### src/rtl/ysyx_22040088_lsu_ctrl_if.sv
// Data-memory port between the LSU controller and the memory system.
//   Request:  dm_req_valid/ready handshake with we, doubleword-aligned addr,
//             lane-steered wdata and byte strobes.
//   Response: dm_rsp_valid (always accepted), raw doubleword rdata, bus error.
// The master modport is the LSU side and the slave modport is the memory side.
interface ysyx_22040088_lsu_ctrl_if #(
  parameter int unsigned ADDR_W = 64
);
  logic              dm_req_valid;
  logic              dm_req_ready;
  logic              dm_req_we;
  logic [ADDR_W-1:0] dm_req_addr;
  logic [63:0]       dm_req_wdata;
  logic [7:0]        dm_req_wstrb;
  logic              dm_rsp_valid;
  logic [63:0]       dm_rsp_rdata;
  logic              dm_rsp_err;

  modport master (
    output dm_req_valid, dm_req_we, dm_req_addr, dm_req_wdata, dm_req_wstrb,
    input  dm_req_ready, dm_rsp_valid, dm_rsp_rdata, dm_rsp_err
  );

  modport slave (
    input  dm_req_valid, dm_req_we, dm_req_addr, dm_req_wdata, dm_req_wstrb,
    output dm_req_ready, dm_rsp_valid, dm_rsp_rdata, dm_rsp_err
  );
endinterface

### src/rtl/ysyx_22040088_lsu.sv
// Load/store sequencer for the single-issue RV64 core.
// Ports:
//   clk, rst_n           clock, asynchronous active-low reset
//   ex_valid/is_load/is_store/funct3/addr/st_data   EX-stage access request
//   dm                   data-memory port (master side)
//   mem_rdata            load data right-aligned to byte 0, registered
//   mem_mask             one-hot size: [0] D, [1] W, [2] H, [3] B
//   sel_rfwdata          one-hot writeback source: ALU / mem sext / mem zext
//   rf_wen_mem           one-cycle pulse when load data is ready for writeback
//   stall                hold PC/EX while an access is in flight
//   fault/fault_cause    one-cycle pulse: 01 misaligned, 10 bus error, 11 timeout
module ysyx_22040088_lsu_ctrl #(
  parameter int unsigned TIMEOUT = 255,
  parameter int unsigned ADDR_W  = 64
) (
  input  logic                    clk,
  input  logic                    rst_n,
  input  logic                    ex_valid,
  input  logic                    is_load,
  input  logic                    is_store,
  input  logic [2:0]              funct3,
  input  logic [ADDR_W-1:0]       addr,
  input  logic [63:0]             st_data,
  ysyx_22040088_lsu_ctrl_if.master dm,
  output logic [63:0]             mem_rdata,
  output logic [3:0]              mem_mask,
  output logic [2:0]              sel_rfwdata,
  output logic                    rf_wen_mem,
  output logic                    stall,
  output logic                    fault,
  output logic [1:0]              fault_cause
);
  typedef enum logic [1:0] {IDLE, REQ, WAIT_RSP, DONE} state_e;

  localparam int unsigned TO_LAST = (TIMEOUT == 0) ? 0 : TIMEOUT - 1;

  state_e            state_q, state_d;
  logic [ADDR_W-1:0] addr_q, addr_d;
  logic [1:0]        size_q, size_d;
  logic              is_ld_q, is_ld_d;
  logic [63:0]       wdata_q, wdata_d;
  logic [31:0]       cnt_q, cnt_d;
  logic [63:0]       rdata_q, rdata_d;
  logic [3:0]        mask_q, mask_d;
  logic [2:0]        sel_q, sel_d;

  logic              start;
  logic              misaligned;
  logic              timeout_hit;
  logic [7:0]        strb_base;
  logic [5:0]        byte_shift;

  assign start       = ex_valid & (is_load | is_store);
  assign timeout_hit = (TIMEOUT != 0) && (cnt_q == TO_LAST);
  assign byte_shift  = {addr_q[2:0], 3'b000};

  assign mem_rdata   = rdata_q;
  assign mem_mask    = mask_q;
  assign sel_rfwdata = sel_q;

  always_comb begin
    misaligned = 1'b0;
    case (funct3[1:0])
      2'b01:   misaligned = addr[0];
      2'b10:   misaligned = |addr[1:0];
      2'b11:   misaligned = |addr[2:0];
      default: misaligned = 1'b0;
    endcase
  end

  always_comb begin
    strb_base = 8'h01;
    case (size_q)
      2'b00:   strb_base = 8'h01;
      2'b01:   strb_base = 8'h03;
      2'b10:   strb_base = 8'h0F;
      default: strb_base = 8'hFF;
    endcase
  end

  always_comb begin
    state_d         = state_q;
    addr_d          = addr_q;
    size_d          = size_q;
    is_ld_d         = is_ld_q;
    wdata_d         = wdata_q;
    cnt_d           = cnt_q;
    rdata_d         = rdata_q;
    mask_d          = mask_q;
    sel_d           = sel_q;
    stall           = 1'b0;
    fault           = 1'b0;
    fault_cause     = '0;
    rf_wen_mem      = 1'b0;
    dm.dm_req_valid = 1'b0;
    dm.dm_req_we    = 1'b0;
    dm.dm_req_addr  = '0;
    dm.dm_req_wdata = '0;
    dm.dm_req_wstrb = '0;

    case (state_q)
      IDLE: begin
        if (start) begin
          addr_d  = addr;
          size_d  = funct3[1:0];
          is_ld_d = is_load;
          wdata_d = st_data;
          // B=00 lands on bit 3, D=11 on bit 0
          mask_d  = 4'b1000 >> funct3[1:0];
          sel_d   = is_load ? (funct3[2] ? 3'b100 : 3'b010) : 3'b001;
          if (misaligned) begin
            fault       = 1'b1;
            fault_cause = 2'b01;
          end else begin
            stall   = 1'b1;
            state_d = REQ;
          end
        end
      end
      REQ: begin
        stall           = 1'b1;
        dm.dm_req_valid = 1'b1;
        dm.dm_req_we    = ~is_ld_q;
        dm.dm_req_addr  = {addr_q[ADDR_W-1:3], 3'b000};
        dm.dm_req_wdata = wdata_q << byte_shift;
        dm.dm_req_wstrb = strb_base << addr_q[2:0];
        if (dm.dm_req_ready) begin
          state_d = WAIT_RSP;
          cnt_d   = '0;
        end
      end
      WAIT_RSP: begin
        stall = 1'b1;
        cnt_d = cnt_q + 32'd1;
        // A response in the timeout cycle takes priority over the timeout.
        if (dm.dm_rsp_valid) begin
          if (dm.dm_rsp_err) begin
            stall       = 1'b0;
            fault       = 1'b1;
            fault_cause = 2'b10;
            state_d     = IDLE;
          end else begin
            state_d = DONE;
            if (is_ld_q) rdata_d = dm.dm_rsp_rdata >> byte_shift;
          end
        end else if (timeout_hit) begin
          stall       = 1'b0;
          fault       = 1'b1;
          fault_cause = 2'b11;
          state_d     = IDLE;
        end
      end
      DONE: begin
        rf_wen_mem = is_ld_q;
        state_d    = IDLE;
      end
      default: state_d = IDLE;
    endcase
  end

  always_ff @(posedge clk or negedge rst_n) begin
    if (!rst_n) begin
      state_q <= IDLE;
      addr_q  <= '0;
      size_q  <= '0;
      is_ld_q <= 1'b0;
      wdata_q <= '0;
      cnt_q   <= '0;
      rdata_q <= '0;
      mask_q  <= '0;
      sel_q   <= 3'b001;
    end else begin
      state_q <= state_d;
      addr_q  <= addr_d;
      size_q  <= size_d;
      is_ld_q <= is_ld_d;
      wdata_q <= wdata_d;
      cnt_q   <= cnt_d;
      rdata_q <= rdata_d;
      mask_q  <= mask_d;
      sel_q   <= sel_d;
    end
  end
endmodule

### src/flat_wrapper.sv
// flat-port wrapper written by rule: the top's interface ports become plain ports
module ysyx_22040088_lsu_ctrl_flat 
#(
  parameter int unsigned TIMEOUT = 255,
  parameter int unsigned ADDR_W  = 64
)
  (clk, rst_n, ex_valid, is_load, is_store, funct3, addr, st_data, mem_rdata, mem_mask, sel_rfwdata, rf_wen_mem, stall, fault, fault_cause, dm_dm_req_valid, dm_dm_req_we, dm_dm_req_addr, dm_dm_req_wdata, dm_dm_req_wstrb, dm_dm_req_ready, dm_dm_rsp_valid, dm_dm_rsp_rdata, dm_dm_rsp_err);
  ysyx_22040088_lsu_ctrl_if #(.ADDR_W(ADDR_W)) dm_i ();
  input  logic clk;
  input  logic rst_n;
  input  logic ex_valid;
  input  logic is_load;
  input  logic is_store;
  input  logic [2:0] funct3;
  input  logic [ADDR_W-1:0] addr;
  input  logic [63:0] st_data;
  output logic [63:0] mem_rdata;
  output logic [3:0] mem_mask;
  output logic [2:0] sel_rfwdata;
  output logic rf_wen_mem;
  output logic stall;
  output logic fault;
  output logic [1:0] fault_cause;
  output wire logic [$bits(dm_i.dm_req_valid)-1:0] dm_dm_req_valid;
  output wire logic [$bits(dm_i.dm_req_we)-1:0] dm_dm_req_we;
  output wire logic [$bits(dm_i.dm_req_addr)-1:0] dm_dm_req_addr;
  output wire logic [$bits(dm_i.dm_req_wdata)-1:0] dm_dm_req_wdata;
  output wire logic [$bits(dm_i.dm_req_wstrb)-1:0] dm_dm_req_wstrb;
  input wire logic [$bits(dm_i.dm_req_ready)-1:0] dm_dm_req_ready;
  input wire logic [$bits(dm_i.dm_rsp_valid)-1:0] dm_dm_rsp_valid;
  input wire logic [$bits(dm_i.dm_rsp_rdata)-1:0] dm_dm_rsp_rdata;
  input wire logic [$bits(dm_i.dm_rsp_err)-1:0] dm_dm_rsp_err;
  assign dm_dm_req_valid = dm_i.dm_req_valid;
  assign dm_dm_req_we = dm_i.dm_req_we;
  assign dm_dm_req_addr = dm_i.dm_req_addr;
  assign dm_dm_req_wdata = dm_i.dm_req_wdata;
  assign dm_dm_req_wstrb = dm_i.dm_req_wstrb;
  assign dm_i.dm_req_ready = dm_dm_req_ready;
  assign dm_i.dm_rsp_valid = dm_dm_rsp_valid;
  assign dm_i.dm_rsp_rdata = dm_dm_rsp_rdata;
  assign dm_i.dm_rsp_err = dm_dm_rsp_err;
  ysyx_22040088_lsu_ctrl #(.TIMEOUT(TIMEOUT), .ADDR_W(ADDR_W)) u_core (.clk(clk), .rst_n(rst_n), .ex_valid(ex_valid), .is_load(is_load), .is_store(is_store), .funct3(funct3), .addr(addr), .st_data(st_data), .dm(dm_i), .mem_rdata(mem_rdata), .mem_mask(mem_mask), .sel_rfwdata(sel_rfwdata), .rf_wen_mem(rf_wen_mem), .stall(stall), .fault(fault), .fault_cause(fault_cause));
endmodule
### config.mk
export PLATFORM = sky130hd
export DESIGN_NAME = ysyx_22040088_lsu_ctrl_flat
export DESIGN_NICKNAME = d
export VERILOG_FILES = /design/src/rtl/ysyx_22040088_lsu_ctrl_if.sv /design/src/rtl/ysyx_22040088_lsu.sv /design/src/flat_wrapper.sv
export SDC_FILE = /design/constraint.sdc
export NUM_CORES = 1
export LEC_CHECK = 0
export ABC_AREA = 1
export CAP_MARGIN = 40
export CORE_MARGIN = 10
export CORE_UTILIZATION = 47
export DETAILED_ROUTE_END_ITERATION = 8
export PLACE_DENSITY_LB_ADDON = 0.3
export SLEW_MARGIN = 10
export SYNTH_ARGS = -nofsm -noshare
export SYNTH_HDL_FRONTEND = slang
export SYNTH_SLANG_ARGS = --single-unit
### constraint.sdc
create_clock -name clk -period 2.01 [get_ports clk]
set_clock_uncertainty 0.05 [all_clocks]
set_input_delay 0.402 -clock clk [delete_from_list [all_inputs] [get_ports clk]]
set_output_delay 0.402 -clock clk [all_outputs]
set_load 0.02 [all_outputs]
==> reports/metrics.cfg, run 1 <==
[clock_network]
level_count_of_the_clock_h_tree = 1
cts_buffers = 27
clk-insertion-delay-late_ns = 0.55
tritoncts = built
clk_pin_slew_ns = 0.06
clock-sinks = 236
cts_root_buf = sky130_fd_sc_hd__clkbuf_16
cts_max_path_buffers = 3

[power]
switching_power_mw = 16.76
pwr-share-comb_pct = 62.5
irDropWorstVdd_mv = 1.134
power.density_cell_area_nw_per_um2 = 1621
leakagePower_nw = 10.64
power.share.clock_pct = 14.0
p_sw_share_pct = 46.43
power.share.sequential_pct = 23.5
p_int_mw = 19.33

[flow_run]
drv.max_cap_violation_count = 0

[critical_path]
end_kind = output pin
crit_path_end = dm_dm_req_wdata[47]
cp_max_fo = 5
reg2reg_from = u_core.addr_q[0]$_DFFE_PN0P_
worstRegToRegCells = 6
criticalPathCategory = reg -> out
origin_of_the_worst_setup_path = u_core.addr_q[0]$_DFFE_PN0P_
r2r-end = u_core.mem_rdata[30]$_DFFE_PN0P_
timing.reg2reg.setup_slack_ns = -0.16
cp_data_arrival_time_ns = 2.11
cp-start-kind = flop
cp.required_ns = 1.56

[drt]
route.final.wire_length_mm = 65.09
drt-vias-per-instance = 5.646
drt.antenna.violating_nets = 0
drc = 0
detailedRoute.firstIterationViolations = 1832
wl_per_cell_um = 22.70
vias = 16190
drt_first_pass_iters = 6

[sta]
clock.fmax_ghz = 0.3898
worst-slew-pin-transition_ns = 0.5988
hold_violations = 0
final.setup.worst_slack_ns = -0.5556
period_minus_slack_ns = 2.566
setup_viol = 161
final_cycle_utilization_of_the_critical_path_pct = 127.6
slew_violations = 0
grt_setup_unrepaired = true
fin_worst_hold_slack_ns = 0.2884
timing.slew.headroom_pct = 60.08

[logic_synthesis]
synth_seq_cells = 236
yosys-top-cells-count = sky130_fd_sc_hd__nand2_1 (676), sky130_fd_sc_hd__dfrtp_1 (235), sky130_fd_sc_hd__o21ai_0 (182)
syn_area_per_cell_um2 = 7.161
syn-cell-area_um2 = 13470
synth.distinct_cells = 43
sequential_element_share_of_the_synthesized_area_pct = 43.86
syn_inst = 1881
synth_most_common_cell = sky130_fd_sc_hd__nand2_1
synth_top_area_cell = sky130_fd_sc_hd__dfrtp_1
synthArstFlopShare_pct = 100.0
synth-main-ff-cell = sky130_fd_sc_hd__dfrtp_1
yosys_warns = 0
fraction_of_post_synthesis_cell_area_in_the_top_cell_type_by_area_pct = 43.66
synth_top_cells_by_area = sky130_fd_sc_hd__dfrtp_1 (44%), sky130_fd_sc_hd__nand2_1 (19%), sky130_fd_sc_hd__o21ai_0 (6.8%)
synth_enable_flop_cells = 0

[placement]
place.detailed.hpwl_mm = 43.18
io_buffers = 413
finalWeightedCongestion = 1.001

[floorplanning]
initial_utilization_pct = 48.09
floorplan.die_area_um2 = 35830
fp.dieW_um = 189.3
core_area_um2 = 28010
std_cell_rows = 61
die_height_um = 189.3
num_io_pins = 417

[finish]
num-nets-final = 2662
layout-area-overhead-vs-synth_pct = 65.34
layout.core_utilization_pct = 79.51
layout_cell_share_with_drive_strength_beyond_1_pct = 27.84

[global_routing]
grt_pass1_wl_mm = 90.82
grt_antenna_before_repair = 14
grt_overflow = 0
grt_start_max_net_pins = 123
first_global_vias = 15640
track_usage_pct = 31.95

[outcome]
violations = setup timing
run_status = complete, but fails checks

[worst_hold_path]
holdCritPathClass = in -> async

-- cell usage in the layout, fill, tap and decap left out, drive strengths merged, types with 23 or more instances in the layout --
master	n
clkbuf	43
o211ai	34
buf	376
a21oi	24
nand3	108
clkdlybuf4s50	232
nor2	171
dfrtp	235
dlygate4sd2	23
inv	176
nand2	682
o21ai	232
-- flip-flops by register name, summed over array words and instances, names as in the netlist --
register            count
u_core.addr_q          64
u_core.mem_rdata       64
u_core.wdata_q         64
u_core.cnt_q           32
u_core.mem_mask         4
u_core.sel_rfwdata      3
u_core.size_q           2
u_core.state_q          2
u_core.is_ld_q          1
-- per-layer routing --
metal,track usage (%),vias up,share of wire (%)
li1,-,7200,-
met1,38.31,7760,36
met2,53.05,1035,48
met3,7.865,199,11
met4,14.84,0,5.3
met5,0,-,0
-- final cells by class --
cell class,instances,area (um2)
Antenna cell,15,37.54
Clock buffer,36,739.5
Clock inverter,11,135.1
Fill cell,1844,5741
Inverter,179,711.9
Multi-Input combinational cell,1356,7446
Sequential cell,236,5914
Tap cell,378,473.0
Timing Repair Buffer,657,6813
-- critical path, stage by stage, from the launching register on --
cell	delay, ns
sky130_fd_sc_hd__dfrtp_4	0.54
sky130_fd_sc_hd__buf_12	0.16
sky130_fd_sc_hd__buf_12	0.14
sky130_fd_sc_hd__buf_8	0.12
sky130_fd_sc_hd__mux2i_2	0.19
sky130_fd_sc_hd__nand2_1	0.08
sky130_fd_sc_hd__nand3_1	0.08
sky130_fd_sc_hd__o21ai_1	0.08
sky130_fd_sc_hd__buf_4	0.17
-- power groups by stage --
stage	combinational [mW]	clock (mW)	sequential, mW
floorplan	8.66	0	8.54
global placement	16.6	0	8.13
detailed placement	16.9	0	8.18
CTS	19.5	5.04	8.24
global route	23.9	5.25	8.61
finish	22.5	5.06	8.48
-- metrics by stage --
stage / std cells / TNS [ns] / power [mW] / cell area, um2 / setup WS (ns)
after CTS: 2823 / -50.52 / 32.77 / 20920 / -0.5657
after detailed placement: 2735 / -59.49 / 25.07 / 18910 / -0.5755
after global routing: 2866 / -68.84 / 37.76 / 22270 / -0.5931
final: 2868 / -57.25 / 36.09 / 22270 / -0.5556
after global placement: 2735 / -54.12 / 24.74 / 18910 / -0.5865
after floorplan: 1883 / -0.006507 / 17.20 / 13480 / -0.002169
-- cell families after synthesis --
logic type,synth area share (%)
mux,1.338
compound gates,14.51
xor+xnor,0.3251
buf+inv,9.958
fa+ha+maj,0.1858
flops,43.86
simple gates,29.80
other cells,0.02784
-- worst min-delay path by stage --
stage	cells past startpoint	from	to
global route	2	rst_n	u_core.mem_rdata[48]$_DFFE_PN0P_
floorplan	0	rst_n	u_core.addr_q[0]$_DFFE_PN0P_
CTS	2	rst_n	u_core.mem_rdata[20]$_DFFE_PN0P_
finish	2	rst_n	u_core.mem_rdata[20]$_DFFE_PN0P_
global placement	1	rst_n	u_core.mem_rdata[20]$_DFFE_PN0P_
detailed placement	1	rst_n	u_core.mem_rdata[20]$_DFFE_PN0P_
-- repair_timing --
action,in CTS,in global routing
resized for setup,1012,273
buffers inserted,31,30
endpoints found under the hold margin,36,0
pin swaps,30,44
endpoints found under the setup margin,186,214
hold buffers,1,0
cloned,10,7
No activity file was read; power rests on OpenSTA's default activity.
==> inputs of run 2 (changes only) <==
Settings changed: SKIP_CTS_REPAIR_TIMING from default to 1, TNS_END_PERCENT from default to 20.
==> reports/metrics.cfg, run 2 (same netlist as run 1, synthesis figures left out) <==
[outcome]
run_status = complete, but fails checks
violations = setup timing

[clock_network]
clock-sinks = 236
cts_max_path_buffers = 3
clk_pin_slew_ns = 0.06
clk-insertion-delay-late_ns = 0.54
cts_root_buf = sky130_fd_sc_hd__clkbuf_16
cts_buffers = 27
tritoncts = built
level_count_of_the_clock_h_tree = 1

[placement]
place_area_um2 = 18910
finalWeightedCongestion = 1.001
place_ws_ns = -0.5755
io_buffers = 413
placed_cells = 2735
place.detailed.hpwl_mm = 43.18

[flow_run]
drv.max_cap_violation_count = 0

[critical_path]
criticalPathCategory = reg -> out
cp-start-kind = flop
cp.required_ns = 1.56
cp_data_arrival_time_ns = 2.09
cp_max_fo = 8
end_kind = output pin

[power]
irDropWorstVdd_mv = 1.164
total_power_mw = 33.32
power.density_cell_area_nw_per_um2 = 1582
leakagePower_nw = 10.43

[floorplanning]
num_io_pins = 417
die_height_um = 189.3
std_cell_rows = 61
fp.dieW_um = 189.3
floorplan.die_area_um2 = 35830
core_area_um2 = 28010
initial_utilization_pct = 48.09

[sta]
grt_setup_unrepaired = true
final.setup.worst_slack_ns = -0.5330
hold_violations = 0
period_minus_slack_ns = 2.543
slew_violations = 0
final_cycle_utilization_of_the_critical_path_pct = 126.5
timing.slew.headroom_pct = 60.11
setup_viol = 212
clock.fmax_ghz = 0.3932
worst-slew-pin-transition_ns = 0.5921

[drt]
drt.antenna.violating_nets = 0
route.final.wire_length_mm = 60.42
wl_per_cell_um = 21.38
drt-vias-per-instance = 5.492
detailedRoute.firstIterationViolations = 1503
vias = 15520
drc = 0
drt_first_pass_iters = 5

[finish]
layout.filler_cells = 2068
final-instance-count-excl-fill = 2826
fin_area_um2 = 21060
final_cell_mix = sky130_fd_sc_hd__nand2_1 (663), sky130_fd_sc_hd__clkdlybuf4s50_1 (272), sky130_fd_sc_hd__dfrtp_1 (232)
layout-area-overhead-vs-synth_pct = 56.33
layout_commonest_cell = sky130_fd_sc_hd__nand2_1
layout_cell_share_with_drive_strength_beyond_1_pct = 22.05
layout.core_utilization_pct = 75.17
num-nets-final = 2622

[global_routing]
track_usage_pct = 29.83
grt_pass1_wl_mm = 85.05
grt_overflow = 0
first_global_vias = 14840
grt_start_max_net_pins = 123
grt_antenna_before_repair = 12

[worst_hold_path]
holdCritPathClass = in -> async

==> run 2: cell count changes in the layout (fill, tap and decap cells not counted), moves of 11 or more <==
cell                              delta
sky130_fd_sc_hd__buf_6              -78
sky130_fd_sc_hd__mux2i_1            +11
sky130_fd_sc_hd__nand2_1            +14
sky130_fd_sc_hd__clkdlybuf4s50_1    +40
sky130_fd_sc_hd__nand2_2            -12
sky130_fd_sc_hd__nor2_1             +44
sky130_fd_sc_hd__dlygate4sd2_1      -23
sky130_fd_sc_hd__nor2_4             -38
sky130_fd_sc_hd__dlymetal6s2s_1     +17
==> run 2: final cells by class <==
| class | count | area [um2] | area share, % |
|---|---|---|---|
| Tap cell | 378 | 473.0 | 2.246 |
| Antenna cell | 13 | 32.53 | 0.1545 |
| Sequential cell | 236 | 5913 | 28.08 |
| Clock buffer | 36 | 739.5 | 3.512 |
| Multi-Input combinational cell | 1356 | 6959 | 33.05 |
| Timing Repair Buffer | 617 | 6113 | 29.03 |
| Inverter | 179 | 690.7 | 3.280 |
| Clock inverter | 11 | 135.1 | 0.6418 |
==> run 2: worst paths after layout <==
| path | depth (start not counted) | slack, ns | from | to |
|---|---|---|---|---|
| worst max-delay path | 8 | -0.53 | u_core.addr_q[0]$_DFFE_PN0P_ | dm_dm_req_wdata[47] |
| worst min register to register | 2 | 0.42 | u_core.wdata_q[56]$_DFFE_PN0P_ | u_core.wdata_q[56]$_DFFE_PN0P_ |
| worst min-delay path | 2 | 0.29 | rst_n | u_core.mem_rdata[20]$_DFFE_PN0P_ |
| min in group clk | 3 | 0.35 | st_data[51] | u_core.wdata_q[51]$_DFFE_PN0P_ |
| max in group asynchronous | 3 | 0.76 | rst_n | u_core.addr_q[37]$_DFFE_PN0P_ |
| worst max register to register | 6 | -0.36 | u_core.addr_q[0]$_DFFE_PN0P_ | u_core.mem_rdata[17]$_DFFE_PN0P_ |
==> run 2: through the flow <==
| step | TNS, ns | hold slack [ns] |
|---|---|---|
| 2_1_floorplan | -0.006507 | 0.05641 |
| 3_3_place_gp | -54.12 | 0.2717 |
| 3_5_place_dp | -59.49 | 0.2689 |
| 4_1_cts | -119.53 | -0.2996 |
| 5_1_grt | -76.17 | 0.3250 |
| 6_report | -51.96 | 0.2891 |
==> run 2: metal layers <==
metal  vias to the layer above  track usage [%]  wire (um)
met5                         -                0          0
met4                         0            12.85       3030
met3                       174            7.828       6443
met2                       894            49.55      28790
met1                      7350            35.82      22160
li1                       7101                -          -
==> run 2: worst max-delay path: stages, from the launching register on <==
cell and delay [ns]:
sky130_fd_sc_hd__dfrtp_4 0.50, sky130_fd_sc_hd__buf_8 0.15, sky130_fd_sc_hd__buf_12 0.14, sky130_fd_sc_hd__buf_8 0.12
sky130_fd_sc_hd__mux2i_1 0.18, sky130_fd_sc_hd__nand2_1 0.09, sky130_fd_sc_hd__nand3_1 0.09, sky130_fd_sc_hd__o21ai_1 0.08
sky130_fd_sc_hd__buf_4 0.17
==> run 2: power breakdown <==
group / total, mW / switching, mW / internal [mW]
clock network: 5.02 / 2.07 / 2.95
logic: 20.0 / 11.7 / 8.23
registers: 8.34 / 1.53 / 6.81
total: 33.3 / 15.3 / 18.0
